==> config.mk <==
export PLATFORM = sky130hd
export DESIGN_NAME = risc_v_multicycle_controller
export DESIGN_NICKNAME = d
export VERILOG_FILES = /design/src/rtl/risc_v_multicycle_controller.sv
export SDC_FILE = /design/constraint.sdc
export NUM_CORES = 1
export LEC_CHECK = 0
export CORE_UTILIZATION = 37
export DETAILED_ROUTE_END_ITERATION = 8
export PLACE_DENSITY = 0.83
export SYNTH_ARGS = -nofsm -noshare
export SYNTH_HDL_FRONTEND = slang
export SYNTH_SLANG_ARGS = --single-unit
==> constraint.sdc <==
create_clock -name clk -period 1.4 [get_ports clk]
set_input_delay 0.28 -clock clk [delete_from_list [all_inputs] [get_ports clk]]
set_output_delay 0.28 -clock clk [all_outputs]
set_load 0.005 [all_outputs]
==> src/rtl/risc_v_multicycle_controller.sv <==
// rtl/risc_v_multicycle_controller.sv - multicycle RV32I control FSM for a shared-memory datapath
module risc_v_multicycle_controller #(
  parameter logic RESET_STATE_FETCH = 1'b1
) (
  input  logic       clk,
  input  logic       reset,
  input  logic       start,
  input  logic [6:0] opcode,
  input  logic [2:0] funct3,
  input  logic       funct7_5,
  input  logic       equal,
  input  logic       less_than,
  input  logic       less_than_unsigned,
  input  logic       mem_ready,
  output logic       pc_write,
  output logic       old_pc_write,
  output logic       ir_write,
  output logic       adr_src,
  output logic       mem_req,
  output logic       mem_write,
  output logic [1:0] alu_src_a,
  output logic [1:0] alu_src_b,
  output logic [3:0] alu_control,
  output logic [2:0] immediate_control,
  output logic [1:0] result_src,
  output logic       reg_write,
  output logic       instr_retired,
  output logic       illegal_instr
);

  typedef enum logic [3:0] {
    S_IDLE, S_FETCH, S_DECODE, S_MEMADR, S_MEMREAD, S_MEMWB, S_MEMWRITE, S_EXEC_R,
    S_EXEC_I, S_ALUWB, S_BRANCH, S_JAL, S_JALR, S_JAL_LINK, S_LUI, S_AUIPC
  } state_t;

  localparam logic [3:0] ALU_ADD = 4'b0000, ALU_SUB = 4'b0001, ALU_AND = 4'b0010, ALU_OR = 4'b0011;
  localparam logic [3:0] ALU_XOR = 4'b0100, ALU_SLL = 4'b0101, ALU_SRL = 4'b0110, ALU_SRA = 4'b0111;
  localparam logic [3:0] ALU_SLT = 4'b1000, ALU_SLTU = 4'b1001, ALU_PASS_B = 4'b1010;
  localparam logic [2:0] IMM_I = 3'b000, IMM_S = 3'b001, IMM_B = 3'b010, IMM_U = 3'b100;

  state_t state;
  logic   branch_taken;
  logic   branch_bad_funct3;
  logic   decode_illegal;

  // Opcode dispatch out of DECODE; unsupported opcodes fall back to FETCH.
  function automatic state_t decode_target(input logic [6:0] op);
    case (op)
      7'b0000011, 7'b0100011: decode_target = S_MEMADR;
      7'b0110011:             decode_target = S_EXEC_R;
      7'b0010011:             decode_target = S_EXEC_I;
      7'b1100011:             decode_target = S_BRANCH;
      7'b1101111:             decode_target = S_JAL;
      7'b1100111:             decode_target = S_JALR;
      7'b0110111:             decode_target = S_LUI;
      7'b0010111:             decode_target = S_AUIPC;
      default:                decode_target = S_FETCH;
    endcase
  endfunction

  // ALU operation for register/immediate arithmetic; SUB exists only in R-type.
  function automatic logic [3:0] exec_alu_op(input logic [2:0] f3, input logic f7, input logic is_r);
    case (f3)
      3'b000:  exec_alu_op = (is_r && f7) ? ALU_SUB : ALU_ADD;
      3'b001:  exec_alu_op = ALU_SLL;
      3'b010:  exec_alu_op = ALU_SLT;
      3'b011:  exec_alu_op = ALU_SLTU;
      3'b100:  exec_alu_op = ALU_XOR;
      3'b101:  exec_alu_op = f7 ? ALU_SRA : ALU_SRL;
      3'b110:  exec_alu_op = ALU_OR;
      default: exec_alu_op = ALU_AND;
    endcase
  endfunction

  // Branch condition evaluation from the comparator flags.
  always_comb begin
    branch_taken      = 1'b0;
    branch_bad_funct3 = (funct3 == 3'b010) || (funct3 == 3'b011);
    decode_illegal    = (decode_target(opcode) == S_FETCH);
    case (funct3)
      3'b000:  branch_taken = equal;
      3'b001:  branch_taken = !equal;
      3'b100:  branch_taken = less_than;
      3'b101:  branch_taken = !less_than;
      3'b110:  branch_taken = less_than_unsigned;
      3'b111:  branch_taken = !less_than_unsigned;
      default: branch_taken = 1'b0;
    endcase
  end

  // State register and sequencing; memory states hold until mem_ready.
  always_ff @(posedge clk or negedge reset) begin
    if (!reset) begin
      state <= RESET_STATE_FETCH ? S_FETCH : S_IDLE;
    end else begin
      case (state)
        S_IDLE:     if (start) state <= S_FETCH;
        S_FETCH:    if (mem_ready) state <= S_DECODE;
        S_DECODE:   state <= decode_target(opcode);
        S_MEMADR:   state <= opcode[5] ? S_MEMWRITE : S_MEMREAD;
        S_MEMREAD:  if (mem_ready) state <= S_MEMWB;
        S_MEMWB:    state <= S_FETCH;
        S_MEMWRITE: if (mem_ready) state <= S_FETCH;
        S_EXEC_R:   state <= S_ALUWB;
        S_EXEC_I:   state <= S_ALUWB;
        S_ALUWB:    state <= S_FETCH;
        S_BRANCH:   state <= S_FETCH;
        S_JAL:      state <= S_ALUWB;
        S_JALR:     state <= S_JAL_LINK;
        S_JAL_LINK: state <= S_FETCH;
        S_LUI:      state <= S_ALUWB;
        S_AUIPC:    state <= S_ALUWB;
      endcase
    end
  end

  // Per-state datapath controls; everything is forced low while reset is held.
  always_comb begin
    pc_write          = 1'b0;
    old_pc_write      = 1'b0;
    ir_write          = 1'b0;
    adr_src           = 1'b0;
    mem_req           = 1'b0;
    mem_write         = 1'b0;
    alu_src_a         = 2'b00;
    alu_src_b         = 2'b00;
    alu_control       = ALU_ADD;
    immediate_control = IMM_I;
    result_src        = 2'b00;
    reg_write         = 1'b0;
    instr_retired     = 1'b0;
    illegal_instr     = 1'b0;
    if (reset) begin
      case (state)
        S_FETCH: begin
          mem_req      = 1'b1;
          alu_src_b    = 2'b10;
          result_src   = 2'b10;
          ir_write     = mem_ready;
          old_pc_write = mem_ready;
          pc_write     = mem_ready;
        end
        S_DECODE: begin
          alu_src_a         = 2'b01;
          alu_src_b         = 2'b01;
          immediate_control = IMM_B;
          illegal_instr     = decode_illegal;
        end
        S_MEMADR: begin
          alu_src_a         = 2'b10;
          alu_src_b         = 2'b01;
          immediate_control = opcode[5] ? IMM_S : IMM_I;
        end
        S_MEMREAD: begin
          mem_req = 1'b1;
          adr_src = 1'b1;
        end
        S_MEMWB: begin
          result_src    = 2'b01;
          reg_write     = 1'b1;
          instr_retired = 1'b1;
        end
        S_MEMWRITE: begin
          mem_req       = 1'b1;
          mem_write     = 1'b1;
          adr_src       = 1'b1;
          instr_retired = mem_ready;
        end
        S_EXEC_R: begin
          alu_src_a   = 2'b10;
          alu_control = exec_alu_op(funct3, funct7_5, 1'b1);
        end
        S_EXEC_I: begin
          alu_src_a   = 2'b10;
          alu_src_b   = 2'b01;
          alu_control = exec_alu_op(funct3, funct7_5, 1'b0);
        end
        S_ALUWB: begin
          reg_write     = 1'b1;
          instr_retired = 1'b1;
        end
        S_BRANCH: begin
          alu_src_a     = 2'b10;
          alu_control   = ALU_SUB;
          instr_retired = 1'b1;
          pc_write      = branch_taken && !branch_bad_funct3;
          illegal_instr = branch_bad_funct3;
        end
        S_JAL: begin
          alu_src_a = 2'b01;
          alu_src_b = 2'b10;
          pc_write  = 1'b1;
        end
        S_JALR: begin
          alu_src_a  = 2'b10;
          alu_src_b  = 2'b01;
          pc_write   = 1'b1;
          result_src = 2'b10;
        end
        S_JAL_LINK: begin
          alu_src_a     = 2'b01;
          alu_src_b     = 2'b10;
          result_src    = 2'b10;
          reg_write     = 1'b1;
          instr_retired = 1'b1;
        end
        S_LUI: begin
          alu_src_b         = 2'b01;
          immediate_control = IMM_U;
          alu_control       = ALU_PASS_B;
        end
        S_AUIPC: begin
          alu_src_a         = 2'b01;
          alu_src_b         = 2'b01;
          immediate_control = IMM_U;
        end
        default: ;
      endcase
    end
  end

endmodule

==> impl_metrics.csv, run 1 <==
group,metric,value,unit
run_status,status,"stopped before the end",
run_status,lastStage,"5_1_grt",
run_status,error,"[ERROR DPL-0038] Utilization greater than 100%, impossible to legalize",
synth,synthCells,137,
synth,ys_seq_area_share,11.6,%
timing,worst-ep-kind,"top-level output",
synth,synth_common_cells,"15 x nor2_1, 12 x nand2_1, 10 x o21ai_0, 8 x a21oi_1, 8 x nand2b_1",
cts,cts_max_path_buffers,2,
synth,synth_warnings,0,
cts,cts_root_buf,"clkbuf_4",
floorplan,ios,40,
place,port_buffers,39,
timing,grt-worst-endpoint,"alu_control[0]",
place,dp_hpwl,2710,microns
synth,yosys.area.top_type,"dfrtp_1",
synth,synth-seq-cells,4,
cts,cts_sinks,4,
floorplan,dieWidth,50.7,microns
cts,cts_buffers,3,
synth,synth.most_common_cell,"nor2_1",
floorplan,die_y,50.7,microns
cts,htree_levels,1,
synth,synth-main-ff-cell,"dfrtp_1",
synth,synth_top_area_share,8.57,%
floorplan,start_util,39.6,%
synth,syn_area_per_cell,6.39,sq um
synth,syn-num-nets,155,
synth,synth_edf_count,0,
synth,async_flop_share,100,%
place,gp_congestion,0.847,
floorplan,num_rows,17,
synth,ys_types,46,
global_route,grt_max_degree,18,
synth,syn_area,876,sq um
synth,synth.area.top_cells,"dfrtp_1 8.6%, nor2_1 6.4%, nand2b_1 5.7%",
cell families after synthesis:
logic type	after synthesis	synth area share [%]
AND/OR/NAND/NOR	71	44.0
XOR/XNOR	3	3.00
multiplexers	1	1.14
buffers and inverters	18	10.0
flip-flops	4	11.6
AO/OA/AOI/OAI	40	30.3
through the flow:
stage	instance area, sq um	hold slack (ns)	instances	worst slack (ns)	TNS [ns]
4_1_cts	1970	0.127	266	-0.517	-7.86
3_5_place_dp	1590	0.634	234	-1.03	-16.66
3_3_place_gp	1590	0.622	234	-0.994	-15.94
2_1_floorplan	912	-0.0156	137	-0.0542	-0.0907
timing repair:
action	in CTS
setup buffers	33
hold endpoints to repair	0
hold buffers	0
endpoints found under the setup margin	26
pin swaps	23
resized for setup	159
==> run 2: changes to the inputs <==
--- a/config.mk
+++ b/config.mk
@@ -5,9 +5,10 @@
 export SDC_FILE = /design/constraint.sdc
 export NUM_CORES = 1
 export LEC_CHECK = 0
-export CORE_UTILIZATION = 37
+export CORE_AREA = 2 2 63 65
 export DETAILED_ROUTE_END_ITERATION = 8
-export PLACE_DENSITY = 0.83
+export DIE_AREA = 0 0 65 67
+export PLACE_DENSITY_LB_ADDON = 0.15
 export SYNTH_ARGS = -nofsm -noshare
 export SYNTH_HDL_FRONTEND = slang
 export SYNTH_SLANG_ARGS = --single-unit
==> constraint.sdc (replaced) <==
create_clock -name clk -period 1.8 [get_ports clk]
set_input_delay 0.36 -clock clk [delete_from_list [all_inputs] [get_ports clk]]
set_output_delay 0.36 -clock clk [all_outputs]
set_load 0.005 [all_outputs]
==> run 2 against run 1 <==
Against the previous run:
- the flow now finishes, with violations (setup timing)
- synthesized cell count did not move
- synthesized area did not move
==> impl_metrics.csv, run 2 <==
group,metric,value,unit
cts,cts_sinks,4,
critical_path,critical_path_required,1.44,ns
critical_path,arrival,1.71,ns
power,totalPowerFinal,0.00241,W
synth,synth_common_cells,"15 x nor2_1, 12 x nand2_1, 10 x o21ai_0, 8 x a21oi_1, 8 x nand2b_1",
timing,fmax,483,MHz
floorplan,dieWidth,65,microns
timing,hold_violations,0,
timing,finalSetupViolations,14,
synth,synth.most_common_cell,"nor2_1",
routing,drt-vias-per-instance,5.10,
floorplan,core,3610,sq um
power,ir_drop,0.000541,V
global_route,antenna_found_initial,0,
routing,drt_iter0_drc,65,
global_route,grt_pass1_wl,6740,microns
cts,clk-insertion-delay-late,0.22,ns
synth,yosys.area.top_type,"dfrtp_1",
cells_and_area,stdcell_count,300,
critical_path,r2r-start,"state[3]$_DFFE_PN0P_",
timing,skew,0.000242,ns
global_route,grt_usage,19.8,%
synth,yosys.area_share.simple,44.0,%
cells_and_area,multi_input_area,1000,sq um
critical_path,end_kind,"output pin",
synth,synth-main-ff-cell,"dfrtp_1",
run_status,violations,"setup timing",
cells_and_area,biggestRegsByFlops,"state: 4 flops",
cts,postCtsHoldBufs,0,
timing,worst_hold_slack,0.375,ns
synth,synth-xor-area-share,3.00,%
cells_and_area,antennaDiodeCount,0,
synth,syn-num-nets,155,
critical_path,path_class,"reg2out",
routing,antenna_left,0,
floorplan,start_util,24.3,%
timing,slew_headroom,81.1,%
place,dp_hpwl,2970,microns
cells_and_area,regArea,104,sq um
cells_and_area,final_common_cell,"buf_4",
synth,async_flop_share,100,%
synth,synth_compound_area_share,30.3,%
critical_path,path_buf_inv,4,
floorplan,num_rows,22,
synth,ys_seq_area_share,11.6,%
routing,routedWlPerCell,15.7,microns
run,maxCapViolCount,0,
routing,first_pass_iters,4,
cts,cts_max_path_buffers,2,
timing,tightest_slew,0.283,ns
critical_path,cp_common_cell,"buf_6",
synth,synth_top_family_by_area,"simple AND/OR/NAND/NOR gates",
synth,synth_warnings,0,
cells_and_area,largest_reg_flops,4,
critical_path,start_kind,"flop",
run_status,status,"complete, but fails checks",
power,p_leak,1.11,nW
cts,tritoncts,"built",
place,dpl_cell_area,1650,sq um
floorplan,die_area,4360,sq um
cells_and_area,top_register,"state",
cells_and_area,design_area,2260,sq um
floorplan,ios,40,
floorplan,die_y,67,microns
cts,clkSlewWorstSetupHoldPaths,0.03,ns
cts,cts_buffers,3,
cells_and_area,fillers,300,
synth,synthCells,137,
timing,finalCritPeriodShare,115,%
critical_path,cp-startpoint,"state[3]$_DFFE_PN0P_",
synth,syn_area,876,sq um
global_route,grt_pass1_vias,1461,
synth,synth_top_area_share,8.57,%
timing,setup_slack,-0.269,ns
synth,synthAdderAreaFrac,0,%
place,dp.cells,262,
timing,rsz0062_at_grt,"yes",
critical_path,crit_chain,"buf_6 -> buf_6 -> buf_6 -> nand3b_1 -> a21oi_2 -> a21oi_2 -> nor2b_1 -> buf_2",
cells_and_area,area_growth,158,%
synth,ys_types,46,
cells_and_area,nets,271,
power,power_density,1070,nW/um^2
cts,htree_levels,1,
synth,syn_area_per_cell,6.39,sq um
timing,finalMaxSlewViolations,0,
critical_path,crit_path_max_incr_delay,0.43,ns
cells_and_area,final_util,62.7,%
synth,synth.area.top_cells,"dfrtp_1 8.6%, nor2_1 6.4%, nand2b_1 5.7%",
routing,dr_total_vias,1530,
synth,synth_edf_count,0,
routing,wirelength,4700,microns
synth,synth-seq-cells,4,
min_path,hp-class,"in2async",
critical_path,cp_top_family,"buffers and inverters",
critical_path,crit_slowest_cell,"dfrtp_2",
cells_and_area,drive_gt1_share,64.7,%
global_route,grt_max_degree,9,
cells_and_area,final_cell_mix,"53 x buf_4, 29 x buf_6, 17 x buf_2",
cts,cts_root_buf,"clkbuf_8",
synth,synth.mux.area_fraction,1.14,%
timing,min_period,2.07,ns
routing,drc,0,
place,port_buffers,39,
critical_path,cp_max_fo,4,
place,gp_congestion,0.811,
global_route,overflow,0,
-- run 2: cell counts after synthesis --
Identical to the previous run, type by type.
-- run 2: stage by stage --
stage               setup TNS (ns)  setup WS [ns]
global route                 -2.20         -0.300
finish                       -1.35         -0.269
floorplan                        0          0.181
detailed placement          -11.02         -0.812
CTS                          -1.15         -0.224
global placement            -10.67         -0.760
-- run 2: routing by layer --
metal,vias up,routed length (microns),track usage (%)
li1,736,-,-
met1,732,1910,22.5
met2,56,2490,38.0
met3,6,219,2.70
met4,0,73,5.59
met5,-,0,0
-- run 2: report_power, final --
part	internal (W)	switching (W)	total, W
combinational	0.00113	0.000890	0.00202
sequential	0.000136	0.0000504	0.000187
clock	0.000152	0.0000541	0.000206
total	0.00141	0.000994	0.00241
-- run 2: worst min-delay path, cell delays in order --
cell and delay (ns):
dlygate4sd2_1 0.26, buf_6 0.15, buf_4 0.16
-- run 2: worst paths after layout --
check                                  endpoint  slack, ns  cells after the start
setup / recovery                  instr_retired      -0.27                      8
hold / removal             state[3]$_DFFE_PN0P_       0.38                      3
setup reg to reg           state[2]$_DFFE_PN0P_       0.11                      8
hold reg to reg            state[0]$_DFFE_PN1P_       0.85                      4
max in group asynchronous  state[0]$_DFFE_PN1P_       1.09                      4
min in group clk           state[2]$_DFFE_PN0P_       0.68                      3
-- run 2: repair_timing --
item / CTS / global route
cloned: 0 / 0
pin swaps: 14 / 25
setup endpoints to repair: 22 / 21
setup buffers: 19 / 17
gates resized for setup: 134 / 70
-- run 2: kinds of logic (layout without fill, tap and decap cells) --
family	count (synthesis)	count (layout)
simple gates	71	71
compound gates	40	40
buf+inv	18	133
flops	4	4
xor+xnor	3	3
mux	1	1
-- run 2: cell type report --
cell class	count	share of cell area [%]
Clock buffer	4	1.99
Inverter	7	1.38
Multi-Input combinational cell	115	44.3
Sequential cell	4	4.59
Tap cell	48	2.66
Timing Repair Buffer	122	45.0
Note: power is estimated with default switching activity, not from simulation.
==> edit: new RTL, flow settings as in run 2 <==
`RESET_STATE_FETCH`: 1'b1 -> 1'b0.
--- a/src/rtl/risc_v_multicycle_controller.sv
+++ b/src/rtl/risc_v_multicycle_controller.sv
@@ -1,6 +1,6 @@
 // rtl/risc_v_multicycle_controller.sv - multicycle RV32I control FSM for a shared-memory datapath
 module risc_v_multicycle_controller #(
-  parameter logic RESET_STATE_FETCH = 1'b1
+  parameter logic RESET_STATE_FETCH = 1'b0
 ) (
   input  logic       clk,
   input  logic       reset,
Behaviour: not the same (a bounded check fails within 4 cycles, from zero or initial values and one cycle with reset low).
==> edit against run 2 <==
Largest cell class unchanged. Sequential cell count did not move. Worst setup slack improved by 0.042 ns. Global-route usage rose by 0.58 points. Largest power group unchanged. Final area fell by 4.1%. First-iteration DRC count rose by 54%. Synthesized area fell by 0.14%. Total power rose by 0.47%. Critical endpoint is now illegal_instr. Routed wire length rose by 3.4%. The flow still finishes with violations (negative setup slack). Utilization fell by 2.6 points. Critical path depth fell by 3.
==> edit: results (changes against run 2) <==
status complete, but fails checks; failing checks negative setup slack; CP arrival 1.67 ns (-0.04 ns); clock root buffer clkbuf_8; CP Max Fanout 4 (unchanged); highest routed layer met4; initial antenna violation count 0 (unchanged); Largest Register state; post-route cell area 2170 sq um (-4.1%); Internal 1.39 mW (-2.1%); GR Layer Usage met1 23.0% (+0.53 points); fillers 319 (+6.3%); largest net degree at the start of global routing 10 (+1); Max H-tree Level 1 (unchanged); routability cong. 0.796 (-1.8%); Setup WS pre-CTS -0.871 ns (-0.0591 ns); clock network fraction of total power 8.4% (-0.2 points); synth cell count leaders nor2_1 (15), nand2_1 (12), o21ai_0 (10); met2 Usage GRT 37.4% (-0.64 points); setup violators final 17 (+3); Num CTS Buffers 3 (unchanged); first-pass iteration count of the detailed router 5 (+1); Post-CTS Resized 152 (+13%); DR WL/cell 16.4 um (+4.4%); Worst Hold Class input port to asynchronous set/reset pin; nets@finish 269 (-0.74%); vias in the first global route 1494 (+2.3%); postcts setup bufs 24 (+5); clock skew 0.00423 ns (+0.00399 ns); Ys Warns 0 (unchanged); top flop regs state x4; post-synthesis sequential area ratio 11.4% (-0.13 points); Iteration-0 DRC Markers 100 (+54%); met3 wire length 258 um (+18%); vias post-DR 1563 (+2.2%); Hold WS 0.370 ns (-0.00471 ns); first-pass GRT wire length 6.84 mm (+1.5%); top post-synthesis cells by area dfrtp_1 (11%), nor2_1 (6.4%), nand2b_1 (5.7%); Max VDD drop 0.000426 V (-21%); Leak 1.05 nW (-5.5%); Reg power frac 7.2% (-0.6 points); Total GRT Usage 20.3% (+0.58 points); Slew HR 81.1% (+0.087 points); Via density 5.26 (+3.2%); reg-to-reg startpoint state[2]$_DFFE_PN0P_; Final HPWL DP 2.83 mm (-4.7%); final setup margin -0.227 ns (+0.0424 ns); Final TNS setup -2.12 ns (-0.767 ns); Sw Ratio 42.8% (+1.5 points); Max Root-Sink Buffers 2 (unchanged); Post-synth top flop dfrtp_1; metal2 WL 2.56 mm (+2.7%); post-placement cell area 1650 sq um (+0.53%); # diodes 0 (unchanged); met1 wire length 1.87 mm (-2.1%); met3 Use GR 3.04% (+0.34 points); Reg2Reg Depth 8 (unchanged); Crit. Startpoint state[1]$_DFFE_PN0P_; layout cells sized above 1 60.6% (-4.0 points); distinct cell type count of the synthesized netlist 45 (-2.2%)
-- edit: cell types whose count changed after synthesis --
| cell | delta |
|---|---|
| dfstp_2 | -1 |
| dfrtp_1 | +1 |
-- edit: final cells by class --
class	instances	area share (%)
clock buffer	3	1.90
inverter	7	1.38
multi-input combinational	115	43.4
sequential	4	4.67
tap	48	2.77
timing repair buffer	120	45.9
-- edit: final timing paths --
kind | endpoint
max in group asynchronous | state[2]$_DFFE_PN0P_
min in group clk | state[2]$_DFFE_PN0P_
max reg2reg | state[2]$_DFFE_PN0P_
min | state[3]$_DFFE_PN0P_
min reg2reg | state[0]$_DFFE_PN0P_
max | illegal_instr
-- edit: logic make-up after synthesis --
kind of cell	synth area share (%)
mux	1.14
flops	11.4
simple gates	44.1
buf+inv	10.0
xor+xnor	3.00
compound gates	30.3
-- edit: worst max-delay path, cell delays in order, from the launching register on --
cell      delay [ns]
dfrtp_1         0.40
buf_4           0.13
nand3b_1        0.11
or3_4           0.40
o31ai_2         0.24
buf_2           0.15
